**src/rtl/program_loader.sv**
```systemverilog
// -----------------------------------------------------------------------------
// program_loader
//
// Serial boot loader. Receives a program image over an 8N1 UART line and
// writes it word by word into program memory, holding the processor in reset
// until the whole image has arrived intact.
//
// Image format: 2-byte big-endian word count N, then N*4 data bytes with each
// word sent MSB byte first. Counts above MEMORY_DEPTH are rejected.
//
// Optional build macro LOADER_CHECKSUM_EN: when defined, one extra byte
// follows the data, equal to the XOR of all data bytes (length bytes
// excluded). It is also expected when N=0. A mismatch ends in ERROR.
//
// Parameters:
//   CLKS_PER_BIT  clock cycles per UART bit (minimum 4)
//   MEMORY_DEPTH  program memory capacity in 32-bit words
//
// Ports:
//   clk          system clock
//   reset        synchronous, active-high reset
//   rx_i         UART receive line (asynchronous, idles high)
//   prog_we_o    one-cycle write strobe to program memory
//   prog_addr_o  word-aligned byte address of the write (held between writes)
//   prog_data_o  instruction word to write (held between writes)
//   cpu_reset_o  high while the processor must stay in reset
//   done_o       image loaded successfully (sticky until reset)
//   error_o      load failed (sticky until reset)
// -----------------------------------------------------------------------------
module program_loader #(
    parameter int CLKS_PER_BIT = 434,
    parameter int MEMORY_DEPTH = 256
) (
    input  logic        clk,
    input  logic        reset,
    input  logic        rx_i,
    output logic        prog_we_o,
    output logic [31:0] prog_addr_o,
    output logic [31:0] prog_data_o,
    output logic        cpu_reset_o,
    output logic        done_o,
    output logic        error_o
);

    localparam int CNT_W = $clog2(CLKS_PER_BIT);
    localparam logic [CNT_W-1:0] HALF_LAST = CNT_W'(CLKS_PER_BIT / 2 - 1);
    localparam logic [CNT_W-1:0] BIT_LAST  = CNT_W'(CLKS_PER_BIT - 1);
    localparam logic [16:0]      MAX_WORDS = 17'(MEMORY_DEPTH);

    // ---------------------------------------------------------------------
    // Stage p0/p1: two-flop synchronizer; p2 is the previous synchronized
    // sample, used only for falling-edge detection.
    // ---------------------------------------------------------------------
    logic rx_p0, rx_p1, rx_p2;

    always_ff @(posedge clk) begin
        if (reset) begin
            rx_p0 <= 1'b1;
            rx_p1 <= 1'b1;
            rx_p2 <= 1'b1;
        end else begin
            rx_p0 <= rx_i;
            rx_p1 <= rx_p0;
            rx_p2 <= rx_p1;
        end
    end

    // ---------------------------------------------------------------------
    // UART receiver
    // ---------------------------------------------------------------------
    typedef enum logic [1:0] {
        RX_IDLE,
        RX_START,
        RX_BITS,
        RX_STOP
    } rx_state_t;

    rx_state_t        rx_state, rx_next;
    logic [CNT_W-1:0] bit_cnt;
    logic [2:0]       bit_idx;
    logic [7:0]       rx_shift;
    logic             byte_valid;
    logic             frame_err;
    logic [7:0]       rx_byte;

    always_ff @(posedge clk) begin
        if (reset) rx_state <= RX_IDLE;
        else       rx_state <= rx_next;
    end

    always_comb begin
        rx_next = rx_state;
        case (rx_state)
            RX_IDLE:  if (!rx_p1 && rx_p2) rx_next = RX_START;
            // A start bit that reads high at its midpoint was a glitch.
            RX_START: if (bit_cnt == HALF_LAST) rx_next = rx_p1 ? RX_IDLE : RX_BITS;
            RX_BITS:  if (bit_cnt == BIT_LAST && bit_idx == 3'd7) rx_next = RX_STOP;
            RX_STOP:  if (bit_cnt == BIT_LAST) rx_next = RX_IDLE;
            default:  rx_next = RX_IDLE;
        endcase
    end

    always_comb begin
        byte_valid = 1'b0;
        frame_err  = 1'b0;
        if (rx_state == RX_STOP && bit_cnt == BIT_LAST) begin
            byte_valid = rx_p1;
            frame_err  = !rx_p1;
        end
    end

    assign rx_byte = rx_shift;

    // Bit timing counter and bit index; cleared whenever a sample is taken
    // so every later sample lands mid-bit.
    always_ff @(posedge clk) begin
        if (reset) begin
            bit_cnt <= '0;
            bit_idx <= '0;
        end else begin
            case (rx_state)
                RX_START: begin
                    bit_idx <= '0;
                    if (bit_cnt == HALF_LAST) bit_cnt <= '0;
                    else                      bit_cnt <= bit_cnt + 1'b1;
                end
                RX_BITS, RX_STOP: begin
                    if (bit_cnt == BIT_LAST) begin
                        bit_cnt <= '0;
                        bit_idx <= bit_idx + 1'b1;
                    end else begin
                        bit_cnt <= bit_cnt + 1'b1;
                    end
                end
                default: begin
                    bit_cnt <= '0;
                    bit_idx <= '0;
                end
            endcase
        end
    end

    // LSB arrives first, so shifting right leaves bit 0 in place after 8.
    always_ff @(posedge clk) begin
        if (rx_state == RX_BITS && bit_cnt == BIT_LAST)
            rx_shift <= {rx_p1, rx_shift[7:1]};
    end

    // ---------------------------------------------------------------------
    // Loader FSM
    // ---------------------------------------------------------------------
    typedef enum logic [2:0] {
        LEN_HI,
        LEN_LO,
        DATA,
        CHK,
        DONE,
        ERROR
    } ld_state_t;

    ld_state_t   ld_state, ld_next;
    logic [7:0]  len_hi;
    logic [15:0] len_n;
    logic [15:0] word_count;
    logic [15:0] word_idx;
    logic [1:0]  byte_cnt;
    logic [23:0] word_sh;
    logic        last_word;
`ifdef LOADER_CHECKSUM_EN
    logic [7:0]  chk_acc;
`endif

    assign len_n = {len_hi, rx_byte};

    always_ff @(posedge clk) begin
        if (reset) ld_state <= LEN_HI;
        else       ld_state <= ld_next;
    end

    always_comb begin
        ld_next = ld_state;
        case (ld_state)
            LEN_HI: begin
                if (frame_err)       ld_next = ERROR;
                else if (byte_valid) ld_next = LEN_LO;
            end
            LEN_LO: begin
                if (frame_err) begin
                    ld_next = ERROR;
                end else if (byte_valid) begin
                    if (len_n == 16'd0)
`ifdef LOADER_CHECKSUM_EN
                        ld_next = CHK;
`else
                        ld_next = DONE;
`endif
                    else if ({1'b0, len_n} > MAX_WORDS)
                        ld_next = ERROR;
                    else
                        ld_next = DATA;
                end
            end
            DATA: begin
                // Leave only once the final word's strobe is on the bus.
                if (frame_err)                    ld_next = ERROR;
                else if (prog_we_o && last_word)
`ifdef LOADER_CHECKSUM_EN
                    ld_next = CHK;
`else
                    ld_next = DONE;
`endif
            end
`ifdef LOADER_CHECKSUM_EN
            CHK: begin
                if (frame_err)       ld_next = ERROR;
                else if (byte_valid) ld_next = (rx_byte == chk_acc) ? DONE : ERROR;
            end
`endif
            DONE:    ld_next = DONE;
            ERROR:   ld_next = ERROR;
            default: ld_next = ERROR;
        endcase
    end

    always_comb begin
        cpu_reset_o = 1'b1;
        done_o      = 1'b0;
        error_o     = 1'b0;
        case (ld_state)
            DONE: begin
                cpu_reset_o = 1'b0;
                done_o      = 1'b1;
            end
            ERROR:   error_o = 1'b1;
            default: ;
        endcase
    end

    // ---------------------------------------------------------------------
    // Stage p3: write strobe, address and data registered one cycle after
    // the 4th byte of each word.
    // ---------------------------------------------------------------------
    always_ff @(posedge clk) begin
        if (reset) begin
            prog_we_o   <= 1'b0;
            prog_addr_o <= '0;
            prog_data_o <= '0;
            word_idx    <= '0;
            byte_cnt    <= '0;
            last_word   <= 1'b0;
`ifdef LOADER_CHECKSUM_EN
            chk_acc     <= '0;
`endif
        end else begin
            prog_we_o <= 1'b0;
            if (ld_state == DATA && byte_valid) begin
                byte_cnt <= byte_cnt + 1'b1;
`ifdef LOADER_CHECKSUM_EN
                chk_acc  <= chk_acc ^ rx_byte;
`endif
                if (byte_cnt == 2'd3) begin
                    prog_we_o   <= 1'b1;
                    prog_data_o <= {word_sh, rx_byte};
                    prog_addr_o <= {14'd0, word_idx, 2'b00};
                    last_word   <= (word_idx == 16'(word_count - 16'd1));
                    word_idx    <= word_idx + 16'd1;
                end
            end
        end
    end

    // Datapath holding registers; only meaningful once loaded, so no reset.
    always_ff @(posedge clk) begin
        if (ld_state == LEN_HI && byte_valid) len_hi <= rx_byte;
        if (ld_state == LEN_LO && byte_valid) word_count <= len_n;
        if (ld_state == DATA && byte_valid && byte_cnt != 2'd3)
            word_sh <= {word_sh[15:0], rx_byte};
    end

endmodule

```
**config.mk**
```make
export PLATFORM = sky130hd
export DESIGN_NAME = program_loader
export DESIGN_NICKNAME = d
export VERILOG_FILES = /design/src/rtl/program_loader.sv
export SDC_FILE = /design/constraint.sdc
export NUM_CORES = 1
export LEC_CHECK = 0
export CAP_MARGIN = 10
export CORE_UTILIZATION = 39
export CTS_CLUSTER_DIAMETER = 60
export DETAILED_ROUTE_END_ITERATION = 16
export PLACE_DENSITY = 0.6
export SYNTH_ARGS = -nofsm -noshare
export SYNTH_HDL_FRONTEND = slang
export SYNTH_SLANG_ARGS = --single-unit
```
**constraint.sdc**
```tcl
create_clock -name clk -period 3.05 [get_ports clk]
set_input_delay 0.61 -clock clk [delete_from_list [all_inputs] [get_ports clk]]
set_output_delay 0.61 -clock clk [all_outputs]
set_load 0.02 [all_outputs]
```
Word level (Yosys, flattened, before mapping):

Index checks and enable logic that the tools add are counted.

* input port bits: 3
* logic and storage cells: 88
* register bits after elaboration: 144
* output and inout port bits: 68

* equality and inequality tests: 20
* mux-type cells: 24
* add/subtract/negate cells: 5
* reduce and logical (&&, ||, !) cells: 19
* bitwise operators: 2
* magnitude comparators: 1

Operators by type and width (count)
* 3-bit two-way mux: 8
* 9-bit two-way mux: 2
* 9-bit case mux with 2 select lines: 1
* 16-bit by 1-bit adder with 16-bit output (second input constant): 1
* 16-bit == test: 1
* 16-bit by 9-bit greater-than comparator with 1-bit output (second input constant): 1
* 16-bit logical NOT: 1
* 16-bit by 1-bit subtractor with 16-bit output (second input constant): 1
* 3-bit case mux with 4 select lines: 1
* 2-bit two-way mux: 5
* 2-bit != test (second input constant): 5
* 9-bit by 1-bit adder with 9-bit output (second input constant): 1
* 3-bit == test (second input constant): 3
* 9-bit by 8-bit == test with 1-bit output (second input constant): 1
* 9-bit == test (second input constant): 1
* 1-bit logical AND: 9
* 3-bit != test (second input constant): 3
* 2-bit case mux with 4 select lines: 1
* 2-bit == test (second input constant): 3
* 1-bit two-way mux: 6
* 2-bit OR reduction: 3
* 4-bit AND reduction: 1
* 3-bit by 1-bit adder with 3-bit output (second input constant): 1
* 3-bit by 1-bit == test with 1-bit output (second input constant): 1
* other kinds (9): 10

Longest topological paths before layout:

* depth in word-level cells: 6
* mapped depth: 9
* gate-level depth less buffers: 8

Least setup slack after synthesis:

Ideal clock, no wire load.

* path type: reg-to-reg
* start point: register bit_cnt[1]
* end point: register word_count[0] (enable)
* path buffers: 0
* data required time: 2620 ps
* arrival time: 2853 ps
* period minus slack after synthesis: 3283 ps
* stages on the path, launching flop included: 7
* setup time: 430 ps
* slack: -233 ps
* cell sequence: dfxtp_1 > inv_1 > ha_1 > nand4_2 > nor4_4 > nand2_1 > nor4_1

* cells in the longest elaborated chain, start to end: 4

RTL lines
* start, declared: RTL line 79 `logic [CNT_W-1:0] bit_cnt;`
* start signal, assigned: RTL line 125 `else bit_cnt <= bit_cnt + 1'b1;`
* start signal, assigned: RTL line 132 `bit_cnt <= bit_cnt + 1'b1;`
* 9-bit == test: RTL line 106 `if (rx_state == RX_STOP && bit_cnt == BIT_LAST) begin`
* 1-bit logical AND: RTL line 106
* 1-bit two-way mux: RTL line 106
* 1-bit logical AND: RTL line 275 `if (ld_state == LEN_LO && byte_valid) word_count <= len_n;`
* end signal, assigned: RTL line 275
* end, declared: RTL line 164 `logic [15:0] word_count;`

No other way between the ends.
A chain may end at the register's enable or synchronous reset.

Final worst setup path:

* start point: register ld_state[0]
* end point: output error_o

* cells in the longest elaborated chain, start to end: 2

RTL lines
* start, declared: RTL line 161 `ld_state_t ld_state, ld_next;`
* start signal, assigned: RTL line 177 `else ld_state <= ld_next;`
* 3-bit == test: RTL line 229 `case (ld_state)`
* 1-bit two-way mux: RTL line 229
* end, declared: RTL line 42 `output logic error_o`

No other way between the ends.

==> out/qor.yml <==
outcome:
  status: "complete, no violations"
global_routing:
  antenna_found_initial: 0
  grt_use_total: 0.155
  overflow: 0
  grt_max_degree: 52
  grt_pass1_vias: 4085
  grt_pass1_wl_mm: 19.5
power:
  seq_power_share: 0.490
  total_power_mw: 4.05
  irDropWorstVdd_mv: 0.343
  p_int_mw: 3.26
  p_comb_frac: 0.010
  p_leak_nw: 2.39
  p_per_area_nw_per_um2: 562
  p_clk_frac: 0.499
  swShare: 0.195
  power.switching_mw: 0.791
drt:
  wl_mm: 11.4
  vias: 4234
  wl_per_cell_um: 13.6
  ant_nets: 0
  drt_iter0_drc: 265
  routed_via_density: 5.02
  first_pass_iters: 4
  drc: 0
synthesis:
  syn_inst: 600
  ys_seq_area_frac: 0.576
  async_reset_ff_frac: 0
  synth.cell_area_um2: 5980
  synth.avg_cell_area_um2: 9.97
  synth.distinct_cells: 53
  synthFlopType: "dfxtp_1"
  synth-edff-count: 56
  yosys_register_bits: 144
  ys_warn_count: 0
run:
  cap_viol_max_count: 0
critical_path:
  path_max_fanout: 8
  startpoint: "ld_state[0]"
  crit_arrival_ps: 2000
  reg2reg_to: "word_sh[19]"
  r2r_slack_ps: 560
  r2r-start: "bit_cnt[1]"
  worstPathRequired_ps: 2440
  rr_worst_depth: 7
  path_class: "register to primary output"
  endpoint: "error_o"
  start_kind: "register"
  worst_setup_path_end_kind: "primary output"
cts:
  cts_resized: 0
  htree_levels: 4
  clockBufferDepth: 2
  hold_buffers: 0
  cts_tree: "built"
  cts_setup_buffers: 0
  path_clk_slew_ps: 60
  insertion_delay_ps: 410
  cts_root_buf: "clkbuf_16"
  numClockSinks: 144
  numCtsBuffers: 17
sta:
  finClkSkew_ps: 5.37
  setup_viol: 0
  rsz0062_at_grt: "no"
  slew_headroom: 0.479
  setup-tns-final_ps: 0
  fmax_ghz: 0.383
  final_max_slew_viol_count: 0
  finalHoldViolations: 0
  fin_crit_sh: 0.856
  worstMarginPinSlew_ps: 782
  fin_crit_ps: 2610
finish:
  fin_nets: 658
  nFillCells: 1352
  area_delta_synth_final_pct: 20.5
  num_antenna_cells: 0
  final-seq-area_um2: 3440
  multi_input_area_um2: 2280
  layout-drive-gt1-share: 0.0803
min_path:
  hold_path_class: "register to register"
floorplanning:
  fp.dieW_um: 126
  core_um2: 14800
  dieArea_um2: 15800
  io_pins: 71
  die_h_um: 126
  initial_core_util: 0.405
  fp-row-count: 44
placed_design:
  place_congestion: 0.823
  port_buffers: 54
  dp_hpwl_mm: 7.87
through the flow:
stage	utilization	cells	hold slack, ps	cell area, um^2	setup slack [ps]
6_report	0.489	844	409	7210	439
5_1_grt	0.489	844	430	7210	307
4_1_cts	0.489	844	412	7210	420
3_5_place_dp	0.449	812	397	6630	559
3_3_place_gp	0.449	812	400	6630	616
2_1_floorplan	-	615	389	6050	376
cells in the final DEF, fill, tap and decap left out, types with 8 or more instances in the layout:
master,instances
nor2_1,41
o21ai_0,13
inv_1,15
ha_1,8
nand4_1,12
xor2_1,15
clkdlybuf4s50_1,53
mux2i_1,8
xnor2_1,19
edfxtp_1,56
dfxtp_1,88
conb_1,16
nand3_1,9
or3_1,8
nor3_1,9
nand2_1,117
a21oi_1,67
clkbuf_16,18
buf_4,8
area by class of cell:
type                    instances  share of cell area
flip-flops and latches        144               0.478
repair buffers                 63              0.0854
well taps                     184              0.0319
clock inverters                 9              0.0144
multi-input cells             406               0.317
clock buffers                  23              0.0665
inverters                      15             0.00781
synthesized netlist by cell type, types with 2 or more instances:
cell type  number  area share
nand2_1       118       0.074
dfxtp_1        88        0.29
a21oi_1        67       0.056
edfxtp_1       56        0.28
nor2_1         41       0.026
clkbuf_1       22       0.014
xnor2_1        19       0.028
buf_4          16       0.020
inv_1          15      0.0094
xor2_1         15       0.022
o21ai_0        13       0.011
nand4_1        12       0.013
buf_2          11      0.0092
nand3_1         9      0.0075
nor3_1          9      0.0075
ha_1            8       0.017
mux2i_1         8       0.013
nor4_1          8      0.0084
or3_1           8      0.0084
nand2b_1        6      0.0063
nand3b_1        5      0.0063
or2_2           4      0.0042
nand4b_1        3      0.0044
nor2b_1         3      0.0031
a211oi_1        2      0.0025
a221oi_1        2      0.0029
a31oi_1         2      0.0021
and2_1          2      0.0021
nor3b_1         2      0.0025
nor4b_1         2      0.0029
o211ai_1        2      0.0025
worst max-delay path: stages (launching register included):
cell	delay, ps
dfxtp_1	480
inv_1	160
nor3b_1	280
clkdlybuf4s50_1	670
sequential cells by signal (all words and copies together) (netlist names), 2 cells and up, named ones only:
signal,count
bit_cnt,9
bit_idx,3
byte_cnt,2
ld_state,3
len_hi,8
prog_addr_o,16
prog_data_o,32
rx_byte,8
word_count,16
word_idx,16
word_sh,24
logic make-up after synthesis:
group                    Yosys count  synth area share
buffers and inverters             65            0.0544
XOR/XNOR                          34            0.0498
flip-flops                       144             0.576
AO/OA/AOI/OAI                     96            0.0885
adder cells (fa/ha/maj)            8            0.0167
AND/OR/NAND/NOR                  243             0.199
multiplexers                       9            0.0153
other                              1          0.000627
layer usage:
layer	vias to the layer above	GRT usage	wire, um	share of wire
li1	2131	-	-	-
met1	2001	0.192	5280	0.46
met2	87	0.260	5560	0.49
met3	15	0.0425	457	0.040
met4	0	0.0539	157	0.014
met5	-	0	0	0
power groups by stage:
stage               clock network, mW  logic [mW]  registers, mW
floorplan                           0      0.0517           2.03
global placement                    0      0.0418           2.03
detailed placement                  0      0.0420           2.03
CTS                              2.07      0.0421           1.99
global route                     2.16      0.0460           1.99
finish                           2.02      0.0415           1.99
how the worst min path moves through the flow:
stage	from	to	slack (ps)	cells past startpoint
floorplan	rx_p0	rx_p1	390	1
detailed placement	rx_p0	rx_p1	400	1
CTS	rx_p0	rx_p1	410	1
global route	rx_p0	rx_p1	430	1
finish	rx_p0	rx_p1	410	1
global placement	rx_p0	rx_p1	400	1
Note: power is estimated with default switching activity, not from simulation.
==> RTL edit: new RTL, config.mk and constraints unchanged <==
Change the parameter `CLKS_PER_BIT` from 434 to 217.
--- a/src/rtl/program_loader.sv
+++ b/src/rtl/program_loader.sv
@@ -30,3 +30,3 @@
 module program_loader #(
-    parameter int CLKS_PER_BIT = 434,
+    parameter int CLKS_PER_BIT = 217,
     parameter int MEMORY_DEPTH = 256
Function: same outputs for any inputs over 10 cycles, from zero or initial values and one cycle with reset high; that may be too few to reach the edited logic, so the function may still have changed.
==> RTL edit against the original RTL <==
  * Die area shrank 2.7%
  * Sequential cell count shrank 1
  * Clock skew grew 0.0019 ns
  * Sequential share of layout area grew 0.80 points
  * Setup slack gained 0.17 ns
  * Worst hold slack lost 0.0012 ns
  * Area after synthesis shrank 2.7%
  * Final area shrank 2.2%
  * Wire length shrank 1.2%
  * Fmax grew 7.2%
  * Total power grew 0.13%
  * First-iteration DRC count shrank 17%
==> RTL edit: results (changes against the original RTL) <==
| Metric | Value |
|---|---|
| Outcome | `finished clean` |
| Average wire per standard cell | `13.73 um (+1.2%)` |
| Placed cell areas | `0.006462 mm^2 (-2.5%)` |
| Final non-filler cell area | `0.007051 mm^2 (-2.2%)` |
| Largest net degree at the start of global routing | `77 (+48%)` |
| Worst voltage drop across the vdd grid | `0.3554 mV (+3.7%)` |
| Leakage component of the power | `0.002361 uW (-1.1%)` |
| Number of different library cells in the post-synthesis netlist | `49 (-7.5%)` |
| Post-Route Skew | `0.007264 ns (+0.001891 ns)` |
| Part of the Yosys area used for sequential elements | `58.84% (+1.3 points)` |
| Worst slew margin | `34.01% (-14 points)` |
| Comb_multi_in | `395 (-2.7%)` |
| Synthesized-area fraction occupied by adder cells | `1.505% (-0.17 points)` |
| Fraction of area in multi-input gates | `31.07% (-0.58 points)` |
| Met3 Resource Use GR | `5.037% (+0.79 points)` |
| Met1 global-route usage | `20.05% (+0.88 points)` |
| Critical path's largest stage delay | `0.52 ns (-0.15 ns)` |
| Detailed Place HPWL | `7.543 mm (-4.1%)` |
| Met3 wire len | `461 um (+0.88%)` |
| Register-to-Register Path Depth | `8 (+1)` |
| Core Area | `0.01453 mm^2 (-1.5%)` |
| Crit-path slowest cell | `nor4b_1` |
| Met2 routed WL | `5.472 mm (-1.5%)` |
| Wire length on met1 | `5.203 mm (-1.4%)` |
| Final hold slack | `0.4074 ns (-0.001236 ns)` |
| Largest fanout on the critical path | `16 (+8)` |
| Global-route total usage across every layer | `15.98% (+0.49 points)` |
| Setup slack of the most critical reg-to-reg path | `0.61 ns (+0.05 ns)` |
RTL edit: cell types whose count changed in the layout (fill, tap and decap cells not counted), moves of 4 or more:
cell / delta
inv_1: -5
xor2_1: +5
and3_1: +4
mux2i_1: -4
RTL edit: where the power goes:
| part | total, uW | internal, uW | leakage, uW | switching, uW |
|---|---|---|---|---|
| clock network | 2040 | 1270 | 0.000283 | 767 |
| logic | 42.2 | 5.88 | 0.000874 | 36.3 |
| registers | 1980 | 1970 | 0.00120 | 2.98 |
| total | 4060 | 3250 | 0.00236 | 806 |
RTL edit: stage by stage:
step / total power, uW / cells / setup slack, ns
6_report: 4059 / 824 / 0.6132
3_5_place_dp: 2059 / 792 / 0.6310
4_1_cts: 4106 / 824 / 0.6219
2_1_floorplan: 2067 / 591 / 0.5690
5_1_grt: 4190 / 824 / 0.3812
3_3_place_gp: 2059 / 792 / 0.6941
